--- config.mk ---
export PLATFORM = sky130hd
export DESIGN_NAME = wbvidarb
export DESIGN_NICKNAME = d
export VERILOG_FILES = /design/src/rtl/wbvidarb_pkg.sv /design/src/rtl/wbvidarb_timeout.sv /design/src/rtl/wbvidarb.sv
export SDC_FILE = /design/constraint.sdc
export NUM_CORES = 1
export LEC_CHECK = 0
export BUFFER_PORTS_ARGS = -buffer_cell sky130_fd_sc_hd__buf_4
export CAP_MARGIN = 20
export CORE_AREA = 4 4 100 102
export CTS_CLUSTER_DIAMETER = 80
export DETAILED_ROUTE_END_ITERATION = 6
export DIE_AREA = 0 0 104 106
export GPL_TIMING_DRIVEN = 0
export PLACE_DENSITY = 0.52
export SYNTH_ARGS = -nofsm -noshare
export SYNTH_HDL_FRONTEND = slang
export SYNTH_HIERARCHICAL = 1
export SYNTH_SLANG_ARGS = --single-unit
--- constraint.sdc ---
create_clock -name i_clk -period 1.5 [get_ports i_clk]
set_input_delay 0.15 -clock i_clk [delete_from_list [all_inputs] [get_ports i_clk]]
set_output_delay 0.15 -clock i_clk [all_outputs]
set_load 0.02 [all_outputs]
--- src/rtl/wbvidarb_pkg.sv ---
// wbvidarb_pkg: shared state encodings, owner select, default bus widths
// and the priority arbitration helper for the wbvidarb bus arbiter.
package wbvidarb_pkg;

  localparam int unsigned WB_AW = 24;
  localparam int unsigned WB_DW = 32;

  typedef logic [1:0] state_t;

  localparam state_t ST_IDLE  = 2'd0;
  localparam state_t ST_GNT_A = 2'd1;
  localparam state_t ST_GNT_B = 2'd2;
  localparam state_t ST_ABORT = 2'd3;

  typedef enum logic [1:0] {
    OWN_NONE = 2'd0,
    OWN_A    = 2'd1,
    OWN_B    = 2'd2
  } owner_e;

  // Video master A always wins so the display FIFO is refilled first.
  function automatic state_t arb_next(input logic a_cyc, input logic b_cyc);
    if (a_cyc)      return ST_GNT_A;
    else if (b_cyc) return ST_GNT_B;
    else            return ST_IDLE;
  endfunction

endpackage

--- src/rtl/wbvidarb_timeout.sv ---
// wbvidarb_timeout: bus-cycle watchdog. Counts cycles with no bus progress
// and flags saturation; the counter holds at all-ones until cleared.
module wbvidarb_timeout #(
  parameter int unsigned LG = 10
) (
  input  logic i_clk,
  input  logic i_reset_n,
  input  logic i_clr,
  input  logic i_en,
  output logic o_sat
);

  logic [LG-1:0] cnt_q, cnt_d;

  // Clear on progress, otherwise count while enabled.
  always_comb begin
    cnt_d = cnt_q;
    if (i_clr)     cnt_d = '0;
    else if (i_en) cnt_d = cnt_q + 1'b1;
  end

  // Counter register.
  always_ff @(posedge i_clk or negedge i_reset_n) begin
    if (!i_reset_n) cnt_q <= '0;
    else            cnt_q <= cnt_d;
  end

  assign o_sat = &cnt_q;

endmodule

--- src/rtl/wbvidarb.sv ---
// wbvidarb: two-master pipelined Wishbone arbiter. Master A (video reader)
// has priority over master B (spectrogram writer); a grant is held for the
// whole bus cycle. Define WBVIDARB_TIMEOUT_EN to add the hung-cycle timeout
// and ABORT state; without it ABORT is unreachable and TIMEOUT_LG is unused.
//
// state    | meaning
// ---------+-----------------------------------------------------------
// IDLE     | no owner, both masters stalled, arbitrate every edge
// GNT_A    | master A owns the bus until i_a_cyc drops
// GNT_B    | master B owns the bus until i_b_cyc drops
// ABORT    | timed-out cycle killed; wait for former owner to drop cyc
module wbvidarb
  import wbvidarb_pkg::*;
#(
  parameter int unsigned AW         = WB_AW,
  parameter int unsigned DW         = WB_DW,
  parameter int unsigned TIMEOUT_LG = 10
) (
  input  logic            i_clk,
  input  logic            i_reset_n,
  input  logic            i_a_cyc,
  input  logic            i_a_stb,
  input  logic            i_a_we,
  input  logic [AW-1:0]   i_a_addr,
  input  logic [DW-1:0]   i_a_data,
  input  logic [DW/8-1:0] i_a_sel,
  output logic            o_a_ack,
  output logic            o_a_stall,
  output logic            o_a_err,
  input  logic            i_b_cyc,
  input  logic            i_b_stb,
  input  logic            i_b_we,
  input  logic [AW-1:0]   i_b_addr,
  input  logic [DW-1:0]   i_b_data,
  input  logic [DW/8-1:0] i_b_sel,
  output logic            o_b_ack,
  output logic            o_b_stall,
  output logic            o_b_err,
  output logic            o_cyc,
  output logic            o_stb,
  output logic            o_we,
  output logic [AW-1:0]   o_addr,
  output logic [DW-1:0]   o_data,
  output logic [DW/8-1:0] o_sel,
  input  logic            i_ack,
  input  logic            i_stall,
  input  logic            i_err,
  input  logic [DW-1:0]   i_data,
  output logic [DW-1:0]   o_rdata
);

  if (TIMEOUT_LG < 2) begin : g_bad_lg
    $error("wbvidarb: TIMEOUT_LG must be at least 2");
  end

  state_t state_q, state_d;
  logic   abort_b_q, abort_b_d;
  owner_e owner;
  logic   own_cyc;
  logic   own_stb;
  logic   tmo_sat;
  logic   tmo_fire;

  // Decode the current owner; ABORT has no owner so stale acks are dropped.
  always_comb begin
    owner = OWN_NONE;
    case (state_q)
      ST_GNT_A: owner = OWN_A;
      ST_GNT_B: owner = OWN_B;
      default:  owner = OWN_NONE;
    endcase
  end

  // Master-to-slave mux; everything is zero when nobody owns the bus.
  always_comb begin
    own_cyc = 1'b0;
    own_stb = 1'b0;
    o_we    = 1'b0;
    o_addr  = '0;
    o_data  = '0;
    o_sel   = '0;
    case (owner)
      OWN_A: begin
        own_cyc = i_a_cyc;
        own_stb = i_a_stb;
        o_we    = i_a_we;
        o_addr  = i_a_addr;
        o_data  = i_a_data;
        o_sel   = i_a_sel;
      end
      OWN_B: begin
        own_cyc = i_b_cyc;
        own_stb = i_b_stb;
        o_we    = i_b_we;
        o_addr  = i_b_addr;
        o_data  = i_b_data;
        o_sel   = i_b_sel;
      end
      default: ;
    endcase
  end

  assign o_cyc   = own_cyc;
  assign o_stb   = own_stb;
  assign o_rdata = i_data;

`ifdef WBVIDARB_TIMEOUT_EN
  logic tmo_clr;

  assign tmo_clr = !o_cyc || i_ack || i_err || (o_stb && !i_stall);

  wbvidarb_timeout #(
    .LG (TIMEOUT_LG)
  ) u_timeout (
    .i_clk     (i_clk),
    .i_reset_n (i_reset_n),
    .i_clr     (tmo_clr),
    .i_en      (!tmo_sat),
    .o_sat     (tmo_sat)
  );
`else
  assign tmo_sat = 1'b0;
`endif

  // An owner dropping cyc in the saturate cycle is a normal release, not an abort.
  assign tmo_fire = tmo_sat && own_cyc;

  // Slave responses reach only the owner; a timeout adds a one-cycle err.
  always_comb begin
    o_a_stall = 1'b1;
    o_a_ack   = 1'b0;
    o_a_err   = 1'b0;
    o_b_stall = 1'b1;
    o_b_ack   = 1'b0;
    o_b_err   = 1'b0;
    case (owner)
      OWN_A: begin
        o_a_stall = i_stall;
        o_a_ack   = i_ack;
        o_a_err   = i_err || tmo_fire;
      end
      OWN_B: begin
        o_b_stall = i_stall;
        o_b_ack   = i_ack;
        o_b_err   = i_err || tmo_fire;
      end
      default: ;
    endcase
  end

  // Next-state: re-arbitrate whenever the owner releases, giving a direct hand-off.
  always_comb begin
    state_d   = state_q;
    abort_b_d = abort_b_q;
    case (state_q)
      ST_IDLE: state_d = arb_next(i_a_cyc, i_b_cyc);
      ST_GNT_A: begin
        if (!i_a_cyc) begin
          state_d = arb_next(i_a_cyc, i_b_cyc);
        end else if (tmo_fire) begin
          state_d   = ST_ABORT;
          abort_b_d = 1'b0;
        end
      end
      ST_GNT_B: begin
        if (!i_b_cyc) begin
          state_d = arb_next(i_a_cyc, i_b_cyc);
        end else if (tmo_fire) begin
          state_d   = ST_ABORT;
          abort_b_d = 1'b1;
        end
      end
      ST_ABORT: begin
        if (abort_b_q ? !i_b_cyc : !i_a_cyc) state_d = arb_next(i_a_cyc, i_b_cyc);
      end
      default: state_d = ST_IDLE;
    endcase
  end

  // State registers; reset releases the bus immediately.
  always_ff @(posedge i_clk or negedge i_reset_n) begin
    if (!i_reset_n) begin
      state_q   <= ST_IDLE;
      abort_b_q <= 1'b0;
    end else begin
      state_q   <= state_d;
      abort_b_q <= abort_b_d;
    end
  end

endmodule

### Word level (Yosys, flattened, before mapping)

Cells that the tools add are included.

| word-level totals | value |
|---|---|
| flip-flop bits (word level) | 2 |
| bits of input ports | 163 |
| word-level logic and storage cells | 32 |

| cells by class | value |
|---|---|
| equal/unequal tests | 8 |
| multiplexer cells | 20 |
| reductions and logical operators | 3 |

Operators by type and width:

| cell | number |
|---|---|
| $pmux 32 s2 | 1 |
| $pmux 24 s2 | 1 |
| $mux 2 | 5 |
| $pmux 2 s4 | 1 |
| $pmux 4 s2 | 1 |
| $mux 1 | 7 |
| $eq 2x2->1 const B | 3 |
| $ne 2x2->1 const B | 3 |
| $pmux 1 s2 | 3 |
| $eq 2x1->1 const B | 2 |
| $pmux 2 s2 | 1 |
| $reduce_and 3->1 | 1 |
| $logic_not 2->1 | 1 |
| $logic_not 1->1 | 1 |

### Longest topological paths before layout

Gate-level depths: netlist of run 1.

| logic depth | value |
|---|---|
| depth after elaboration | 4 |
| gate-level depth with buffers | 7 |
| depth with buffers taken out | 5 |

### Worst setup path after synthesis of run 1

Ideal clock, no wire load.

| path | value |
|---|---|
| kind | register to output |
| start | reg state_q[0] |
| end | out o_addr[10] |
| data arrival time | 1,467 ps |
| path slack | -117 ps |
| cell stages (with the launch flop) | 8 |
| buffers on the path | 3 |
| cells stage by stage | dfrtp_1 -> inv_1 -> ha_1 -> buf_2 -> nor2b_1 -> buf_2 -> buf_2 -> a22o_1 |

| between the ends | value |
|---|---|
| cells in the longest elaborated chain, start to end | 4 |

Ends and longest elaborated chain:

| element | line | RTL |
|---|---|---|
| from (decl) | wbvidarb.sv:56 | `state_t state_q, state_d;` |
| from (signal assigned) | wbvidarb.sv:186 | `state_q <= state_d;` |
| $eq 2x2->1 / $eq 2x1->1 (equally long branches) | wbvidarb.sv:67 | `case (state_q)` |
| $pmux 2 s2 * | wbvidarb.sv:67 |  |
| $eq 2x2->1 / $eq 2x1->1 (equally long branches) | wbvidarb.sv:82 | `case (owner)` |
| $pmux 24 s2 * | wbvidarb.sv:82 |  |
| to (decl) | wbvidarb.sv:42 | `output logic [AW-1:0] o_addr,` |

Mark *: on every way between the ends. The rest lies on a longest branch, timed or not.

### Final worst setup path of run 1

| path | value |
|---|---|
| start | reg state_q[1] |
| end | out o_addr[19] |

The elaborated chain is that of the path after synthesis.

==> out/metrics.sh, run 1 <==
STATUS='finished, violations left'
FAILED_CHECKS='setup timing'
SHARE_OF_THE_CORE_FILLED_WITH_CELLS_PCT=39.2
WORSTPATHREQUIRED_PS=1350
SETUP.WORST_PATH.END_CLASS='output pin'
CELLINTERNALPOWER_uW=2350
SYNTH_TOP_FAMILY_BY_AREA='compound AO/OA/AOI/OAI gates'
TRITONCTS_NUM_SINKS=2
SYNTH-SIMPLE-AREA-SHARE_PCT=6.80
POST_SYNTH_NUM_CELL_TYPES=21
FINALWORSTSETUPSLACK_PS=-386
GRT_OVERFLOW_TOTAL=0
GROUTE.LAYER.MET2.USAGE_PCT=22.5
MAX_STAGE_DELAY_PS=430
FIRST_GLOBAL_VIAS=2070
DRT-WIRELENGTH-PER-CELL_UM=15.0
MIN_PERIOD_OVER_PERIOD_PCT=126
MIN_PATH_TYPE='input pin to flip-flop'
PLACE_INST=481
DETAIL_ROUTE.FIRST_PASS.ITERATIONS=4
CLOCK_INSERTION_DELAY_WORST_SKEW_PS=210
CORE_UM2=9110
SYNTH.YOSYS.SEQ_AREA_SHARE_PCT=4.54
RSZ0062_AT_GRT='yes'
VIAS_PER_INSTANCE=4.18
TOP_LEVEL_PORTS=264
GRTUSAGETOTAL_PCT=11.6
POST_SYNTH_NET_TOTAL=305
WORSTSETUPSTARTPOINTTYPE='flip-flop'
ROWS=35
LARGEST_NET_DEGREE_AT_THE_START_OF_GLOBAL_ROUTING=11
SYNTH_COMPOUND_GATE_AREA_SHARE_PCT=54.3
GLOBAL_ROUTE_WIRE_LENGTH_BEFORE_REPAIR_MM=10.9
LARGEST_FANOUT_ON_THE_CRITICAL_PATH=10
FINALWIRELENGTH_MM=7.50
SWITCHING_SHARE_PCT=43.4
PORT-BUFFER-COUNT=231
NUMCTSBUFFERS=3
MET3_USAGE_PCT=2.19
SYNTH-XOR-AREA-SHARE_PCT=0
CRITICAL-PATH-TOP-DELAY-FAMILY='buffers and inverters'
SYNTH_CELLS=139
DRT.ANTENNA.VIOLATING_NETS=0
CLKSLEWWORSTSETUPHOLDPATHS_PS=30
CLK_BUF_DEPTH=2
PATH_CLASS='flip-flop to output pin'
FINALWEIGHTEDCONGESTION=0.747
CTS_ROOT_BUF='sky130_fd_sc_hd__clkbuf_8'
ANTENNA_FOUND_INITIAL=0
LAYOUT.CELLS.MOST_COMMON_LIST='246 x sky130_fd_sc_hd__buf_4, 53 x sky130_fd_sc_hd__a22o_1, 35 x sky130_fd_sc_hd__buf_6, 10 x sky130_fd_sc_hd__a22o_4, 8 x sky130_fd_sc_hd__buf_8'
SYNTH_FA_HA_AREA_SHARE_PCT=3.40
DIE_HEIGHT_UM=106
DPL.HPWL_MM=6.26
SYNTH_SEQ_CELLS=2
POWER.LEAKAGE_uW=0.00193
SHARE_CLK_OF_TOTAL_POWER_PCT=5.1
MULTIINPUTGATEAREA_UM2=865
POWER.NET_SWITCHING_uW=1800
WORST_IR_DROP_ON_VDD_V=0.000681
LAYOUT-DRIVE-GT1-SHARE_PCT=82.0
SYNTHESIS.AREA_UM2=1100
TIMING.FMAX_GHz=0.530
TIMING.CRITICAL_PATH.CELLS='ha_4 > buf_6 > nor2b_4 > buf_12 > buf_8 > a22o_4 > buf_4'
WORST_EP_ARRIVAL_TIME_PS=1740
MAX-SLEW-MARGIN-REL_PCT=80.9
TRITONCTS='yes'
GRT.BUSIEST_LAYER='met2'
MAXCAPVIOLCOUNT=0
POST_SYNTH_MUX_AREA_SHARE_PCT=0
FINAL_HOLD_VIOL_COUNT=0
DR_TOTAL_VIAS=2086
HTREEDEPTH=1
SHARE_COMB_OF_TOTAL_POWER_PCT=92.5
CELLPOWERDENSITY_nW_PER_UM2=1160
FINCLKSKEW_PS=1.49
DIE_W_UM=104
FINAL-INSTANCE-COUNT-EXCL-FILL=499
AREA.SEQUENTIAL_UM2=51.3
START_UTIL_PCT=12.1
INITIALDRTVIOLATIONCOUNT=56
NUM-FILL-CELLS=907
SETUP-VIOLATIONS-FINAL=65
SEQUENTIAL_GROUP_SHARE_OF_TOTAL_POWER_PCT=2.4
SETUP_TOTAL_NEGATIVE_SLACK_PS=-21630
HOLD_SLACK_PS=224
CRITICAL-PATH-SLOWEST-CELL='sky130_fd_sc_hd__dfrtp_2'
BIGGEST_REGISTER='state_q'
DIE-AREA_UM2=11000
NUMBER_OF_BUFFER_AND_INVERTER_STAGES_ON_THE_CRITICAL_PATH=4
FINAL_COMMON_CELL='sky130_fd_sc_hd__buf_4'
BIGGESTREGSBYFLOPS='state_q: 2 flops'
INSERTEDDIODECOUNT=0
PERIOD_NEEDED_PS=1890
AREA_GROWTH_SYN_TO_FIN_PCT=224
TIMING_MAX_TRANSITION_VIOLATIONS_FINAL=0
FINAL_NET_COUNT=556
DRCVIOLATIONCOUNT=0
NUMBER_OF_FLIP_FLOPS_IN_THE_LARGEST_REGISTER=2
WORST_SETUP_TIMING_SLACK_AT_THE_PLACEMENT_STAGE_PS=-392
TIGHTESTPINTRANSITION_PS=282
YOSYSWARNINGS=6
SYN_AREA_PER_CELL_UM2=7.94
GR-USAGE-MET1_PCT=13.4
## final cells by class
| class | instances | share of cell area, % |
|---|---|---|
| multi-input cells | 85 | 24.2 |
| inverters | 4 | 0.420 |
| plain buffers | 46 | 12.4 |
| flip-flops and latches | 2 | 1.44 |
| well taps | 111 | 3.89 |
| clock buffers | 3 | 1.16 |
| repair buffers | 248 | 56.6 |
## power by group through the flow
stage / registers [uW] / logic [uW] / clock network [uW]
5_1_grt: 102 / 4060 / 222
2_1_floorplan: 94.4 / 1800 / 0
6_report: 100 / 3840 / 212
4_1_cts: 94.1 / 3650 / 219
3_3_place_gp: 100 / 3060 / 0
3_5_place_dp: 99.8 / 3060 / 0
## through the flow
step	instance area [um2]	power, uW
floorplan	1210	1890
global placement	3090	3160
detailed placement	3090	3160
CTS	3460	3970
global route	3570	4390
finish	3570	4150
## path summary, 6_finish.rpt
kind	from	endpoint	slack [ps]	depth (start not counted)
setup / recovery	state_q[1]	o_addr[19]	-390	7
hold / removal	i_a_cyc	state_q[0]	220	2
setup reg to reg	state_q[0]	state_q[0]	-110	6
hold reg to reg	state_q[0]	state_q[0]	790	4
max in group asynchronous	i_reset_n	state_q[1]	1140	2
min in group asynchronous	i_reset_n	state_q[0]	260	2
## Yosys cell counts
cell / n / share of area, %
sky130_fd_sc_hd__o41ai_1: 1 / 0.79
sky130_fd_sc_hd__and2_1: 2 / 1.1
sky130_fd_sc_hd__inv_1: 4 / 1.4
sky130_fd_sc_hd__o31a_1: 1 / 0.79
sky130_fd_sc_hd__and2_2: 2 / 1.4
sky130_fd_sc_hd__o211ai_1: 1 / 0.68
sky130_fd_sc_hd__nand2_1: 1 / 0.34
sky130_fd_sc_hd__or2b_1: 1 / 0.68
sky130_fd_sc_hd__o21ai_1: 2 / 0.91
sky130_fd_sc_hd__nor2_1: 2 / 0.68
sky130_fd_sc_hd__or4b_1: 1 / 0.91
sky130_fd_sc_hd__buf_6: 1 / 1.0
sky130_fd_sc_hd__o21ai_0: 1 / 0.45
sky130_fd_sc_hd__a22oi_1: 1 / 0.68
sky130_fd_sc_hd__nor2b_1: 2 / 1.1
sky130_fd_sc_hd__a22o_1: 63 / 50
sky130_fd_sc_hd__ha_1: 3 / 3.4
sky130_fd_sc_hd__buf_4: 32 / 22
sky130_fd_sc_hd__buf_2: 15 / 6.8
sky130_fd_sc_hd__dfrtp_1: 2 / 4.5
sky130_fd_sc_hd__nand2b_1: 1 / 0.57
## logic make-up after synthesis
group | count (synthesis)
adder cells (fa/ha/maj) | 3
flip-flops | 2
AND/OR/NAND/NOR | 12
buffers and inverters | 52
AO/OA/AOI/OAI | 70
## layer usage
layer  up-vias  wire (um)
met5         -          0
met4         0         51
met3         4        567
met2       126       4160
met1       947       2720
li1       1009          -
## worst reg2reg max path, delay by kind of cell (launching register included)
family,cells,cell delay [ps]
and+or+nand+nor,1,530
buffers and inverters,2,290
DFF,1,380
adders and majority gates,1,160
AOI/OAI and AO/OA,2,200
## what timing repair did
action	4_1_cts	5_1_grt
endpoints found under the setup margin	65	67
resized for setup	62	23
gates cloned	2	2
pin swaps	7	5
hold buffers	1	0
endpoints found under the hold margin	2	0
buffers inserted	12	2
Power figures use the tool's default switching activity.
==> run 2, diff against run 1 <==
--- a/config.mk
+++ b/config.mk
@@ -13,6 +13,7 @@
 export DIE_AREA = 0 0 104 106
 export GPL_TIMING_DRIVEN = 0
 export PLACE_DENSITY = 0.52
+export REMOVE_ABC_BUFFERS = 1
 export SYNTH_ARGS = -nofsm -noshare
 export SYNTH_HDL_FRONTEND = slang
 export SYNTH_HIERARCHICAL = 1
==> out/metrics.sh, run 2 (synthesis results as in run 1) <==
CLK_BUF_DEPTH=2
SHARE_COMB_OF_TOTAL_POWER_PCT=92.5
WORST-R2R-SETUP-SLACK_PS=-160
GRTUSAGETOTAL_PCT=13.2
WORSTSETUPENDPOINT='o_addr[5]'
DIE-AREA_UM2=11000
BIGGEST_REGISTER='state_q'
PATH_CLASS='flip-flop to output pin'
FINALWEIGHTEDCONGESTION=0.741
DETAIL_ROUTE.FIRST_PASS.ITERATIONS=4
NUMCTSBUFFERS=3
WORST_IR_DROP_ON_VDD_V=0.000536
TRITONCTS_NUM_SINKS=2
SEQUENTIAL_GROUP_SHARE_OF_TOTAL_POWER_PCT=2.5
SWITCHING_SHARE_PCT=44.0
DRCVIOLATIONCOUNT=0
STATUS='finished, violations left'
TIMING_MAX_TRANSITION_VIOLATIONS_FINAL=0
CELLPOWERDENSITY_nW_PER_UM2=1330
GLOBAL_ROUTE_WIRE_LENGTH_BEFORE_REPAIR_MM=11.4
DRT-WIRELENGTH-PER-CELL_UM=20.0
MAXCAPVIOLCOUNT=0
WORST_EP_ARRIVAL_TIME_PS=1680
LARGEST_NET_DEGREE_AT_THE_START_OF_GLOBAL_ROUTING=33
LAYOUT-DRIVE-GT1-SHARE_PCT=74.1
PERIOD_NEEDED_PS=1830
VIAS_PER_INSTANCE=4.40
ANTENNA_FOUND_INITIAL=0
LARGEST_FANOUT_ON_THE_CRITICAL_PATH=8
POWER.NET_SWITCHING_uW=1800
TIMING.REG2REG.WORST_PATH_DEPTH=6
INITIALDRTVIOLATIONCOUNT=73
FINAL_HOLD_VIOL_COUNT=0
START_UTIL_PCT=12.1
FINALWIRELENGTH_MM=8.54
DIE_W_UM=104
WORSTSETUPSTARTPOINTTYPE='flip-flop'
RSZ0062_AT_GRT='yes'
MIN_PATH_TYPE='input pin to flip-flop'
FINAL_NET_COUNT=484
HTREEDEPTH=1
DIE_HEIGHT_UM=106
TIMING.RR.END='state_q[0]'
MIN_PERIOD_OVER_PERIOD_PCT=122
SETUP.WORST_PATH.END_CLASS='output pin'
DPL.HPWL_MM=6.30
AREA.SEQUENTIAL_UM2=51.3
WORST_R2R_STARTPOINT='state_q[0]'
CORE_UM2=9110
CTS_ROOT_BUF='sky130_fd_sc_hd__clkbuf_8'
DRT.ANTENNA.VIOLATING_NETS=0
WORST_SETUP_TIMING_SLACK_AT_THE_PLACEMENT_STAGE_PS=-798
FINALWORSTSETUPSLACK_PS=-334
WORSTPATHREQUIRED_PS=1350
INSERTEDDIODECOUNT=0
NUMBER_OF_FLIP_FLOPS_IN_THE_LARGEST_REGISTER=2
POWER.LEAKAGE_uW=0.00154
AREA_GROWTH_SYN_TO_FIN_PCT=178
CLKSLEWWORSTSETUPHOLDPATHS_PS=30
ROWS=35
CRIT_PATH_START='state_q[1]'
FAILED_CHECKS='setup timing'
TOP_LEVEL_PORTS=264
PLACED_AREA_UM2=2460
PORT-BUFFER-COUNT=199
MAX-SLEW-MARGIN-REL_PCT=81.2
FINAL_AREA_UM2=3070
HOLD_SLACK_PS=230
TRITONCTS='yes'
FIRST_GLOBAL_VIAS=1892
TIMING.FMAX_GHz=0.545
LAYOUT.CELLS.MOST_COMMON_LIST='144 x sky130_fd_sc_hd__buf_4, 65 x sky130_fd_sc_hd__buf_6, 63 x sky130_fd_sc_hd__a22o_1, 7 x sky130_fd_sc_hd__buf_12, 4 x sky130_fd_sc_hd__nor2b_4'
CLOCK_INSERTION_DELAY_WORST_SKEW_PS=210
NUM-FILL-CELLS=928
SETUP-VIOLATIONS-FINAL=67
GRT_OVERFLOW_TOTAL=0
TIGHTESTPINTRANSITION_PS=278
CELLINTERNALPOWER_uW=2290
MULTIINPUTGATEAREA_UM2=785
BIGGESTREGSBYFLOPS='state_q: 2 flops'
SHARE_CLK_OF_TOTAL_POWER_PCT=5.0
FINAL_COMMON_CELL='sky130_fd_sc_hd__buf_4'
POWER_uW=4090
FINCLKSKEW_PS=1.77
DR_TOTAL_VIAS=1880
==> run 2: power groups by stage <==
stage	registers (uW)	clock network, uW	logic (uW)
finish	102	207	3780
global route	107	225	4000
CTS	102	215	3570
detailed placement	100	0	2740
global placement	98.8	0	2650
floorplan	94.1	0	1480
==> run 2: layout make-up <==
type	count	share of cell area, %
Clock buffer	3	1.34
Inverter	4	0.489
Multi-Input combinational cell	87	25.5
Sequential cell	2	1.67
Tap cell	111	4.52
Timing Repair Buffer	220	66.4
==> run 2: metrics by stage <==
stage | TNS, ps | instances | utilization, %
final | -19250 | 427 | 33.7
after global routing | -23670 | 427 | 33.7
after CTS | -18320 | 420 | 32.4
after detailed placement | -41700 | 403 | 27.1
after global placement | -208130 | 401 | 26.5
after floorplan | -123120 | 91 | -
==> run 2: how the worst min path moves through the flow <==
stage / cells after the start / slack [ps] / end / from
floorplan: 0 / -150 / state_q[0] / i_reset_n
global route: 2 / 230 / state_q[0] / i_a_cyc
global placement: 1 / -70 / state_q[1] / i_reset_n
finish: 2 / 230 / state_q[0] / i_a_cyc
CTS: 2 / 210 / state_q[0] / i_a_cyc
detailed placement: 1 / -70 / state_q[1] / i_reset_n
==> run 2: worst max-delay path: stages (launching register included) <==
cell,delay (ps)
sky130_fd_sc_hd__dfrtp_2,430
sky130_fd_sc_hd__ha_4,360
sky130_fd_sc_hd__nor2b_4,60
sky130_fd_sc_hd__buf_12,130
sky130_fd_sc_hd__clkbuf_16,160
sky130_fd_sc_hd__a22o_1,200
sky130_fd_sc_hd__buf_6,130
==> run 2: timing repair <==
| item | 4_1_cts | 5_1_grt |
|---|---|---|
| endpoints found under the hold margin | 2 | 0 |
| hold buffers | 1 | 0 |
| pin swaps | 11 | 3 |
| setup endpoints to repair | 68 | 67 |
| buffers inserted | 10 | 5 |
| gates resized for setup | 73 | 5 |
| cloned | 3 | 3 |
==> run 2: routing by layer <==
layer  global-route usage (%)  routed length [um]  up-vias
li1                         -                   -      869
met1                     15.9                3450      855
met2                     20.9                3920      150
met3                     7.83                1120        4
met4                    0.855                  10        2
met5                     4.29                  36        -
